==> src/rtl/apa102_pkg.sv <==
// -----------------------------------------------------------------------------
// apa102_pkg
// Shared definitions for the APA102 frame streamer: the frame FSM state
// encoding and the fixed APA102 frame geometry.
//   state_e      : IDLE, START_FRAME, FETCH, LED_DATA, END_FRAME, DONE
//   LED_HDR      : 3'b111 marker that opens every LED frame
//   START_BITS   : length of the all-zero start frame
//   PIXEL_W      : width of one RGB word read from the frame buffer
//   LED_FRAME_W  : width of one serialised word (start, LED and end frames)
// -----------------------------------------------------------------------------
package apa102_pkg;

  typedef enum logic [2:0] {
    IDLE,
    START_FRAME,
    FETCH,
    LED_DATA,
    END_FRAME,
    DONE
  } state_e;

  localparam logic [2:0] LED_HDR     = 3'b111;
  localparam int         START_BITS  = 32;
  localparam int         PIXEL_W     = 24;
  localparam int         LED_FRAME_W = 32;

endpackage

==> src/rtl/apa102_bit_tx.sv <==
// -----------------------------------------------------------------------------
// apa102_bit_tx
// Serialises one 32-bit word MSB first on a two-wire SPI link. Each bit is
// presented with SCK low for CLK_DIV cycles, then SCK high for CLK_DIV cycles.
// Ports:
//   clk, rst_n : clock, synchronous active-low reset
//   load_i     : load word_i; accepted only while ready_o=1
//   word_i     : word to serialise
//   repeat_i   : sampled at the end of bit 31; when high the same word is sent
//                again without a gap (used for multi-word end frames)
//   ready_o    : idle, rises in the cycle after the final SCK falling edge
//   last_o     : high in the final cycle of bit 31 (SCK about to fall)
//   sck_o      : SPI clock, idles low
//   mosi_o     : SPI data, returns to 0 when the transmitter goes idle
// -----------------------------------------------------------------------------
module apa102_bit_tx
  import apa102_pkg::*;
#(
  parameter int CLK_DIV = 4
) (
  input  logic                   clk,
  input  logic                   rst_n,
  input  logic                   load_i,
  input  logic [LED_FRAME_W-1:0] word_i,
  input  logic                   repeat_i,
  output logic                   ready_o,
  output logic                   last_o,
  output logic                   sck_o,
  output logic                   mosi_o
);

  localparam int DIV_W = (CLK_DIV > 1) ? $clog2(CLK_DIV) : 1;
  localparam int BIT_W = $clog2(LED_FRAME_W);

  logic                   busy_q;
  logic                   sck_q;
  logic                   mosi_q;
  logic [DIV_W-1:0]       div_q;
  logic [BIT_W-1:0]       bit_q;
  logic [LED_FRAME_W-1:0] shift_q;
  logic                   half_end;
  logic                   accept;

  assign half_end = (div_q == DIV_W'(CLK_DIV - 1));
  assign accept   = load_i && !busy_q;
  assign ready_o  = !busy_q;
  assign last_o   = busy_q && sck_q && half_end && (bit_q == BIT_W'(LED_FRAME_W - 1));
  assign sck_o    = sck_q;
  assign mosi_o   = mosi_q;

  always_ff @(posedge clk) begin
    if (!rst_n) begin
      busy_q <= 1'b0;
      sck_q  <= 1'b0;
      mosi_q <= 1'b0;
      div_q  <= '0;
      bit_q  <= '0;
    end else if (accept) begin
      busy_q <= 1'b1;
      sck_q  <= 1'b0;
      mosi_q <= word_i[LED_FRAME_W-1];
      div_q  <= '0;
      bit_q  <= '0;
    end else if (busy_q) begin
      if (!half_end) begin
        div_q <= div_q + 1'b1;
      end else begin
        div_q <= '0;
        if (!sck_q) begin
          sck_q <= 1'b1;
        end else begin
          sck_q <= 1'b0;
          if (last_o && !repeat_i) begin
            busy_q <= 1'b0;
            mosi_q <= 1'b0;
          end else begin
            // bit_q wraps 31 -> 0 naturally on a repeated word
            bit_q  <= bit_q + 1'b1;
            mosi_q <= shift_q[LED_FRAME_W-2];
          end
        end
      end
    end
  end

  // Rotate rather than shift so that after 32 bits the register holds the
  // original word again, which lets a repeat continue seamlessly.
  always_ff @(posedge clk) begin
    if (accept) begin
      shift_q <= word_i;
    end else if (busy_q && sck_q && half_end) begin
      shift_q <= {shift_q[LED_FRAME_W-2:0], shift_q[LED_FRAME_W-1]};
    end
  end

endmodule

==> src/rtl/apa102_frame_streamer.sv <==
// -----------------------------------------------------------------------------
// apa102_frame_streamer
// On a start pulse walks every LED address of the frame-buffer RAM (one-cycle
// read latency) and streams an APA102 frame: 32-bit start frame of zeros, one
// {111, brightness, B, G, R} word per LED, then 32*ceil(NUM_LEDS/64) ones.
// Optional feature macro: APA102_BRIGHTNESS_PORT_EN adds the brightness input,
// latched when start is accepted; otherwise the BRIGHTNESS parameter is used.
// Ports:
//   clk, rst_n  : clock (RAM read clock), synchronous active-low reset
//   start       : begin one frame, sampled only in IDLE
//   busy        : high from the cycle after start acceptance through DONE
//   done        : one-cycle pulse after the last end-frame bit
//   raddr       : RAM read address, changes only on FETCH entry
//   read_data   : RAM word {R, G, B}, valid one cycle after raddr changes
//   brightness  : global 5-bit brightness (macro builds only)
//   spi_sck     : APA102 clock, idles low
//   spi_mosi    : APA102 data, MSB first
// -----------------------------------------------------------------------------
module apa102_frame_streamer
  import apa102_pkg::*;
#(
  parameter  int         NUM_LEDS   = 64,
  parameter  int         CLK_DIV    = 4,
  parameter  logic [4:0] BRIGHTNESS = 5'd31,
  localparam int         ADDR_W     = (NUM_LEDS > 1) ? $clog2(NUM_LEDS) : 1
) (
  input  logic               clk,
  input  logic               rst_n,
  input  logic               start,
  output logic               busy,
  output logic               done,
  output logic [ADDR_W-1:0]  raddr,
  input  logic [PIXEL_W-1:0] read_data,
`ifdef APA102_BRIGHTNESS_PORT_EN
  input  logic [4:0]         brightness,
`endif
  output logic               spi_sck,
  output logic               spi_mosi
);

  localparam int END_WORDS = (NUM_LEDS + 63) / 64;
  localparam int END_W     = (END_WORDS > 1) ? $clog2(END_WORDS) : 1;

  state_e                 state_q;
  logic [ADDR_W-1:0]      idx_q;
  logic [ADDR_W-1:0]      raddr_q;
  logic [4:0]             bright_q;
  logic                   busy_q;
  logic                   done_q;
  logic                   ph_q;
  logic [END_W-1:0]       end_cnt_q;

  logic                   tx_load;
  logic [LED_FRAME_W-1:0] tx_word;
  logic                   tx_repeat;
  logic                   tx_ready;
  logic                   tx_last;
  logic                   last_led;
  logic [4:0]             start_bright;

`ifdef APA102_BRIGHTNESS_PORT_EN
  assign start_bright = brightness;
`else
  assign start_bright = BRIGHTNESS;
`endif

  assign last_led  = (idx_q == ADDR_W'(NUM_LEDS - 1));
  assign tx_repeat = (state_q == END_FRAME) && (end_cnt_q != END_W'(END_WORDS - 1));

  // Word handed to the transmitter: start frame on acceptance, pixel word at
  // the end of FETCH, end-frame ones once the last LED word has drained.
  always_comb begin
    tx_load = 1'b0;
    tx_word = '0;
    case (state_q)
      IDLE: begin
        tx_load = start;
      end
      FETCH: begin
        tx_load = ph_q;
        tx_word = {LED_HDR, bright_q, read_data[7:0], read_data[15:8], read_data[23:16]};
      end
      LED_DATA: begin
        tx_load = tx_ready && last_led;
        tx_word = '1;
      end
      default: ;
    endcase
  end

  // START_FRAME and inner LED words hand off to FETCH on the transmitter's
  // final bit cycle so the two fetch cycles are the only gap per LED; the
  // end frame and DONE wait for ready, costing one cycle each.
  always_ff @(posedge clk) begin
    if (!rst_n) begin
      state_q   <= IDLE;
      idx_q     <= '0;
      raddr_q   <= '0;
      bright_q  <= BRIGHTNESS;
      busy_q    <= 1'b0;
      done_q    <= 1'b0;
      ph_q      <= 1'b0;
      end_cnt_q <= '0;
    end else begin
      done_q <= 1'b0;
      case (state_q)
        IDLE: begin
          if (start) begin
            state_q  <= START_FRAME;
            busy_q   <= 1'b1;
            idx_q    <= '0;
            bright_q <= start_bright;
          end
        end
        START_FRAME: begin
          if (tx_last) begin
            state_q <= FETCH;
            raddr_q <= idx_q;
            ph_q    <= 1'b0;
          end
        end
        FETCH: begin
          if (!ph_q) begin
            ph_q <= 1'b1;
          end else begin
            state_q <= LED_DATA;
          end
        end
        LED_DATA: begin
          if (last_led) begin
            if (tx_ready) begin
              state_q   <= END_FRAME;
              end_cnt_q <= '0;
            end
          end else if (tx_last) begin
            state_q <= FETCH;
            idx_q   <= idx_q + 1'b1;
            raddr_q <= idx_q + 1'b1;
            ph_q    <= 1'b0;
          end
        end
        END_FRAME: begin
          if (tx_last) begin
            end_cnt_q <= end_cnt_q + 1'b1;
          end
          if (tx_ready) begin
            state_q <= DONE;
            done_q  <= 1'b1;
          end
        end
        DONE: begin
          state_q <= IDLE;
          busy_q  <= 1'b0;
        end
        default: begin
          state_q <= IDLE;
          busy_q  <= 1'b0;
        end
      endcase
    end
  end

  apa102_bit_tx #(
    .CLK_DIV (CLK_DIV)
  ) u_tx (
    .clk      (clk),
    .rst_n    (rst_n),
    .load_i   (tx_load),
    .word_i   (tx_word),
    .repeat_i (tx_repeat),
    .ready_o  (tx_ready),
    .last_o   (tx_last),
    .sck_o    (spi_sck),
    .mosi_o   (spi_mosi)
  );

  assign busy  = busy_q;
  assign done  = done_q;
  assign raddr = raddr_q;

endmodule

==> config.mk <==
export PLATFORM = sky130hd
export DESIGN_NAME = apa102_frame_streamer
export DESIGN_NICKNAME = d
export VERILOG_FILES = /design/src/rtl/apa102_pkg.sv /design/src/rtl/apa102_bit_tx.sv /design/src/rtl/apa102_frame_streamer.sv
export SDC_FILE = /design/constraint.sdc
export NUM_CORES = 1
export LEC_CHECK = 0
export ABC_CLOCK_PERIOD_IN_PS = 7700
export CORE_MARGIN = 2
export CORE_UTILIZATION = 39
export DETAILED_ROUTE_END_ITERATION = 6
export GPL_ROUTABILITY_DRIVEN = 0
export GPL_TIMING_DRIVEN = 1
export HOLD_SLACK_MARGIN = 0.05
export PLACE_DENSITY = 0.68
export REMOVE_ABC_BUFFERS = 1
export SYNTH_ARGS = -nofsm -noshare
export SYNTH_HDL_FRONTEND = slang
export SYNTH_SLANG_ARGS = --single-unit
export TNS_END_PERCENT = 10
==> constraint.sdc <==
create_clock -name clk -period 7.7 [get_ports clk]
set_input_delay 1.54 -clock clk [delete_from_list [all_inputs] [get_ports clk]]
set_output_delay 1.54 -clock clk [all_outputs]
set_load 0.005 [all_outputs]
## After elaboration in Yosys (flattened, before gate mapping)

Index checks and enable logic that the tools add are counted.

- Reductions and logical operators: 30
- Mux-type cells: 39
- Add/sub/neg operators: 4
- Bitwise logic cells: 3
- Equal/unequal tests: 17

Operators with widths:

| operator | number |
|---|---|
| $mux 32 | 2 |
| $pmux 32 s2 | 1 |
| $mux 6 | 4 |
| $pmux 6 s2 | 2 |
| $reduce_and 4->1 | 5 |
| $mux 1 | 18 |
| $mux 3 | 6 |
| $pmux 3 s5 | 1 |
| $reduce_bool 2->1 | 7 |
| $ne 2x2->1 const B | 6 |
| $reduce_and 2->1 | 4 |
| $logic_and 1x1->1 | 7 |
| $add 6x1->6 const B | 1 |
| $eq 3x2->1 const B | 2 |
| $eq 6x6->1 const B | 1 |
| $ne 2x1->1 const B | 3 |
| $pmux 1 s3 | 2 |
| $add 5x1->5 const B | 1 |
| $eq 5x5->1 const B | 1 |
| $pmux 1 s2 | 2 |
| $reduce_or 4->1 | 1 |
| $eq 3x1->1 const B | 1 |
| $eq 3x3->1 const B | 1 |
| $logic_not 3->1 | 1 |
| 10 further kinds | 13 |

- Bits in registers: 61
- Logic and storage cells: 106
- Output and inout bits: 10
- Input bits: 27

## Longest topological paths before layout

- Depth after elaboration: 9
- Depth in mapped cells: 9
- Depth with buffers taken out: 7

## By module

Synthesis repeated with hierarchy kept, for this count alone.

- Cell total of the unflattened synthesis: 372
- Area, all modules: 3,116.7 um^2

By module, submodules not included:

| module | area an instance (um^2) | sequential area each (um^2) | cells an instance | instances |
|---|---|---|---|---|
| apa102_bit_tx | 1,886.8 | 1,161.1 | 195 | 1 |
| apa102_frame_streamer | 1,229.9 | 380.4 | 177 | 1 |

## Least setup slack after synthesis

OpenSTA, ideal clock, no wires.

- Path kind: input -> register
- From: input start
- To: register u_tx.shift_q[0] (enable)
- Library setup time: 0.478 ns
- Arrival: 2.727 ns
- Buffers on the path: 1
- Data required time: 7.222 ns
- Cell stages on the path: 5
- Slack: 4.494 ns
- Path through: mux2i_1 -> o22ai_2 -> nand2_2 -> buf_2 -> nand2_1

- Cells in the longest elaborated chain, start to end: 3

RTL lines:

| item | line | text |
|---|---|---|
| start: declaration | apa102_frame_streamer.sv:29 | `input logic start,` |
| $pmux 1 s3 | apa102_frame_streamer.sv:75 | `case (state_q)` |
| $logic_and 1x1->1 | apa102_bit_tx.sv:45 | `assign accept = load_i && !busy_q;` |
| $reduce_bool 2->1 (no source line) | -- |  |
| end signal: assignment | apa102_bit_tx.sv:90 | `shift_q <= word_i;` |
| end signal: assignment | apa102_bit_tx.sv:92 | `shift_q <= {shift_q[LED_FRAME_W-2:0], shift_q[LED_FRAME_W-1]};` |
| end: declaration | apa102_bit_tx.sv:40 | `logic [LED_FRAME_W-1:0] shift_q;` |

Every way passes these cells.
A chain may end at the register's enable or synchronous reset.

## Worst setup path after layout

- From: input start
- To: register u_tx.shift_q[27] (enable)

Same word-level chain as after synthesis.

==> flow_summary.json <==
{
  "num_vias": 2264,
  "htree_levels": 3,
  "avgSynthCellArea_um2": 10.5,
  "synth-edff-count": 32,
  "layout.cells.non_filler": 432,
  "initial_core_util": 0.402,
  "dr.pass1.iters": 4,
  "cap_violations": 0,
  "clock_path_buffers": 2,
  "cp_slowest_cell": "nand2_2",
  "required_ns": 7.70,
  "rows": 32,
  "place_area_mm2": 0.00351,
  "grt_first_pass_wirelength_um": 10300,
  "grt.overflow.total": 0,
  "start_kind": "input pin",
  "fill_cells": 728,
  "syn_area_mm2": 0.00311,
  "design_power_total_uw": 721,
  "dpl.cell_count": 416,
  "dp_hpwl_um": 3870,
  "io_buffers": 36,
  "status": "complete, no violations",
  "critical_path_class": "in2reg",
  "drc_errors": 0,
  "wl_per_cell_um": 14.1,
  "clkTransAtPathRegs_ns": 0.07,
  "yosys.area_share.xor_xnor": 0.0226,
  "cp_cell_sequence": "clkdlybuf4s50_1 > mux2i_1 > o22ai_2 > nand2_2 > nand2_1 > buf_4",
  "synth_top_area_frac": 0.309,
  "end_kind": "flop",
  "synth_adder_area_share": 0.0201,
  "grt_setup_unrepaired": "false",
  "cts.sinks": 61,
  "synth_cell_types": 51,
  "boundaryPins": 37,
  "fp.dieH_um": 93.3,
  "antenna_found_initial": 0,
  "cts_tree": "yes",
  "layout.nets": 357,
  "yosysTopAreaCell": "edfxtp_1",
  "first_global_vias": 2194,
  "core_area_mm2": 0.00773,
  "min_period_over_period": 0.477,
  "routed_wl_um": 6090,
  "ys.warnings.count": 0,
  "skew_ns": 0.00764,
  "clk-insertion-delay-late_ns": 0.35,
  "drtAntennaViolNets": 0,
  "die_x_um": 93.3,
  "powerDensity_mw_per_mm2": 194,
  "antennaDiodeCount": 0,
  "irDropWorstVdd_uv": 97.5,
  "synth_top_family_by_area": "multiplexers",
  "slew_headroom": 0.253,
  "synth-compound-area-share": 0.137,
  "postLayoutCellArea_mm2": 0.00371,
  "crit_path_max_incr_delay_ns": 0.66,
  "cts_buffers": 9,
  "cts_hold_buf": 0,
  "synth_simple_gate_area_frac": 0.118,
  "cp.arrival_ns": 3.68,
  "design.die.area_mm2": 0.00870,
  "path_max_fanout": 40,
  "ys_async_sr_fraction": 0,
  "post_cts_buffers": 0,
  "drt_iter0_markers": 74,
  "hold_ws_ns": 0.462,
  "max_freq_ghz": 0.272,
  "hold_class": "reg2reg",
  "netlist_top_cells_area": "edfxtp_1 31%, dfxtp_1 19%, mux2i_1 9.3%",
  "grt_start_max_net_pins": 41,
  "drive_above_1_share": 0.109,
  "area_growth_pct": 19.5,
  "yosysSeqAreaShare": 0.496,
  "grt_use_total": 0.149,
  "setup-violations-final": 0,
  "synth_seq_cells": 61,
  "cts.repair.resized": 0,
  "tns_ns": 0,
  "slew_violations": 0,
  "hold_viol": 0,
  "muxShareOfSynthArea": 0.139,
  "worst_pin_slew_ns": 1.12,
  "leakagePower_nw": 1.52,
  "synth_cells": 296,
  "drt-vias-per-instance": 5.24,
  "synth_flop_cell": "edfxtp_1",
  "layout_min_cycle_time_ns": 3.67,
  "cts_root_buf": "clkbuf_8"
}
==> metrics by stage <==
| stage | utilization | worst slack [ns] |
|---|---|---|
| CTS | 0.480 | 4.02 |
| floorplan | - | 3.89 |
| finish | 0.480 | 4.03 |
| global route | 0.480 | 3.86 |
| global placement | 0.455 | 3.70 |
| detailed placement | 0.455 | 3.66 |
==> layout make-up <==
type / instances / area [µm²] / area share
well taps: 102 / 128 / 0.0344
clock inverters: 7 / 75.1 / 0.0202
clock buffers: 9 / 124 / 0.0334
multi-input cells: 186 / 1360 / 0.366
flip-flops and latches: 61 / 1540 / 0.415
repair buffers: 38 / 375 / 0.101
inverters: 29 / 109 / 0.0293
==> cells in the mapped netlist, types with 3 or more instances <==
master and instances:
dfxtp_1 29, nand4_1 3, mux2_4 8, xor2_1 4, a21oi_1 14, edfxtp_1 32
mux2i_1 29, nor3_1 4, and3_1 8, xnor2_1 4, buf_2 6, nand3_1 7
nand2_1 20, a211oi_1 9, clkbuf_1 10, o21ai_0 29, ha_1 5, nor2_1 7
inv_1 28
==> registers in the layout (all words and copies together), names as in the netlist, 2 cells and up <==
| signal | flops |
|---|---|
| state_q | 3 |
| u_tx.div_q | 2 |
| idx_q | 6 |
| raddr | 6 |
| u_tx.shift_q | 32 |
| u_tx.bit_q | 5 |
==> cell usage in the layout (no fill, tap or decap), types with 2 or more instances in the layout <==
cell type / instances
clkbuf_8: 9
buf_4: 2
mux2_2: 2
xor2_1: 4
o21a_1: 2
nand2_1: 20
dfxtp_1: 29
a211oi_1: 9
mux2i_1: 29
inv_1: 28
ha_1: 5
nor3_1: 4
edfxtp_1: 32
nand4_1: 3
and3_1: 8
a21oi_1: 14
clkinvlp_4: 3
or3_1: 2
and4_1: 2
o211ai_1: 2
xnor2_1: 4
o31ai_1: 2
nand3_1: 7
clkdlybuf4s50_1: 36
a22oi_1: 2
nor2_1: 7
o21ai_0: 29
mux2_4: 8
==> power by group <==
part	internal [mW]	switching, mW	leakage, nW	total (mW)
combinational	0.0350	0.0325	0.891	0.0674
clock	0.150	0.135	0.0918	0.285
sequential	0.362	0.00679	0.541	0.368
total	0.547	0.174	1.52	0.721
==> worst max-delay path, delay by kind of cell <==
family / cells / cell delay, ns
AO/OA/AOI/OAI: 1 / 0.22
buffers and inverters: 2 / 0.90
multiplexers: 1 / 0.09
AND/OR/NAND/NOR: 2 / 0.88
==> cells by family (layout without fill, tap and decap cells) <==
kind of cell / Yosys count / count (layout)
adders and majority gates: 5 / 5
and+or+nand+nor: 65 / 65
xor gates and xnor gates: 8 / 8
buffers and inverters: 49 / 83
AOI/OAI and AO/OA: 69 / 69
muxes: 39 / 39
DFF: 61 / 61
==> path summary, 6_finish.rpt <==
| check | start | end | slack [ns] | cells past startpoint |
|---|---|---|---|---|
| worst max-delay path | start | u_tx.shift_q[27]$_DFFE_PP_ | 4.03 | 6 |
| worst min-delay path | busy$_SDFFE_PN0P_ | busy$_SDFFE_PN0P_ | 0.46 | 2 |
| worst max register to register | idx_q[0]$_SDFFE_PN0P_ | u_tx.shift_q[27]$_DFFE_PP_ | 4.85 | 6 |
| worst min register to register | busy$_SDFFE_PN0P_ | busy$_SDFFE_PN0P_ | 0.46 | 2 |
==> routing by layer <==
metal,vias to the layer above,share of wire,track usage
met5,-,0,0
met4,0,0.022,0.0674
met3,12,0.039,0.0403
met2,47,0.48,0.239
met1,1081,0.45,0.189
li1,1124,-,-
No activity file was read; power rests on OpenSTA's default activity.
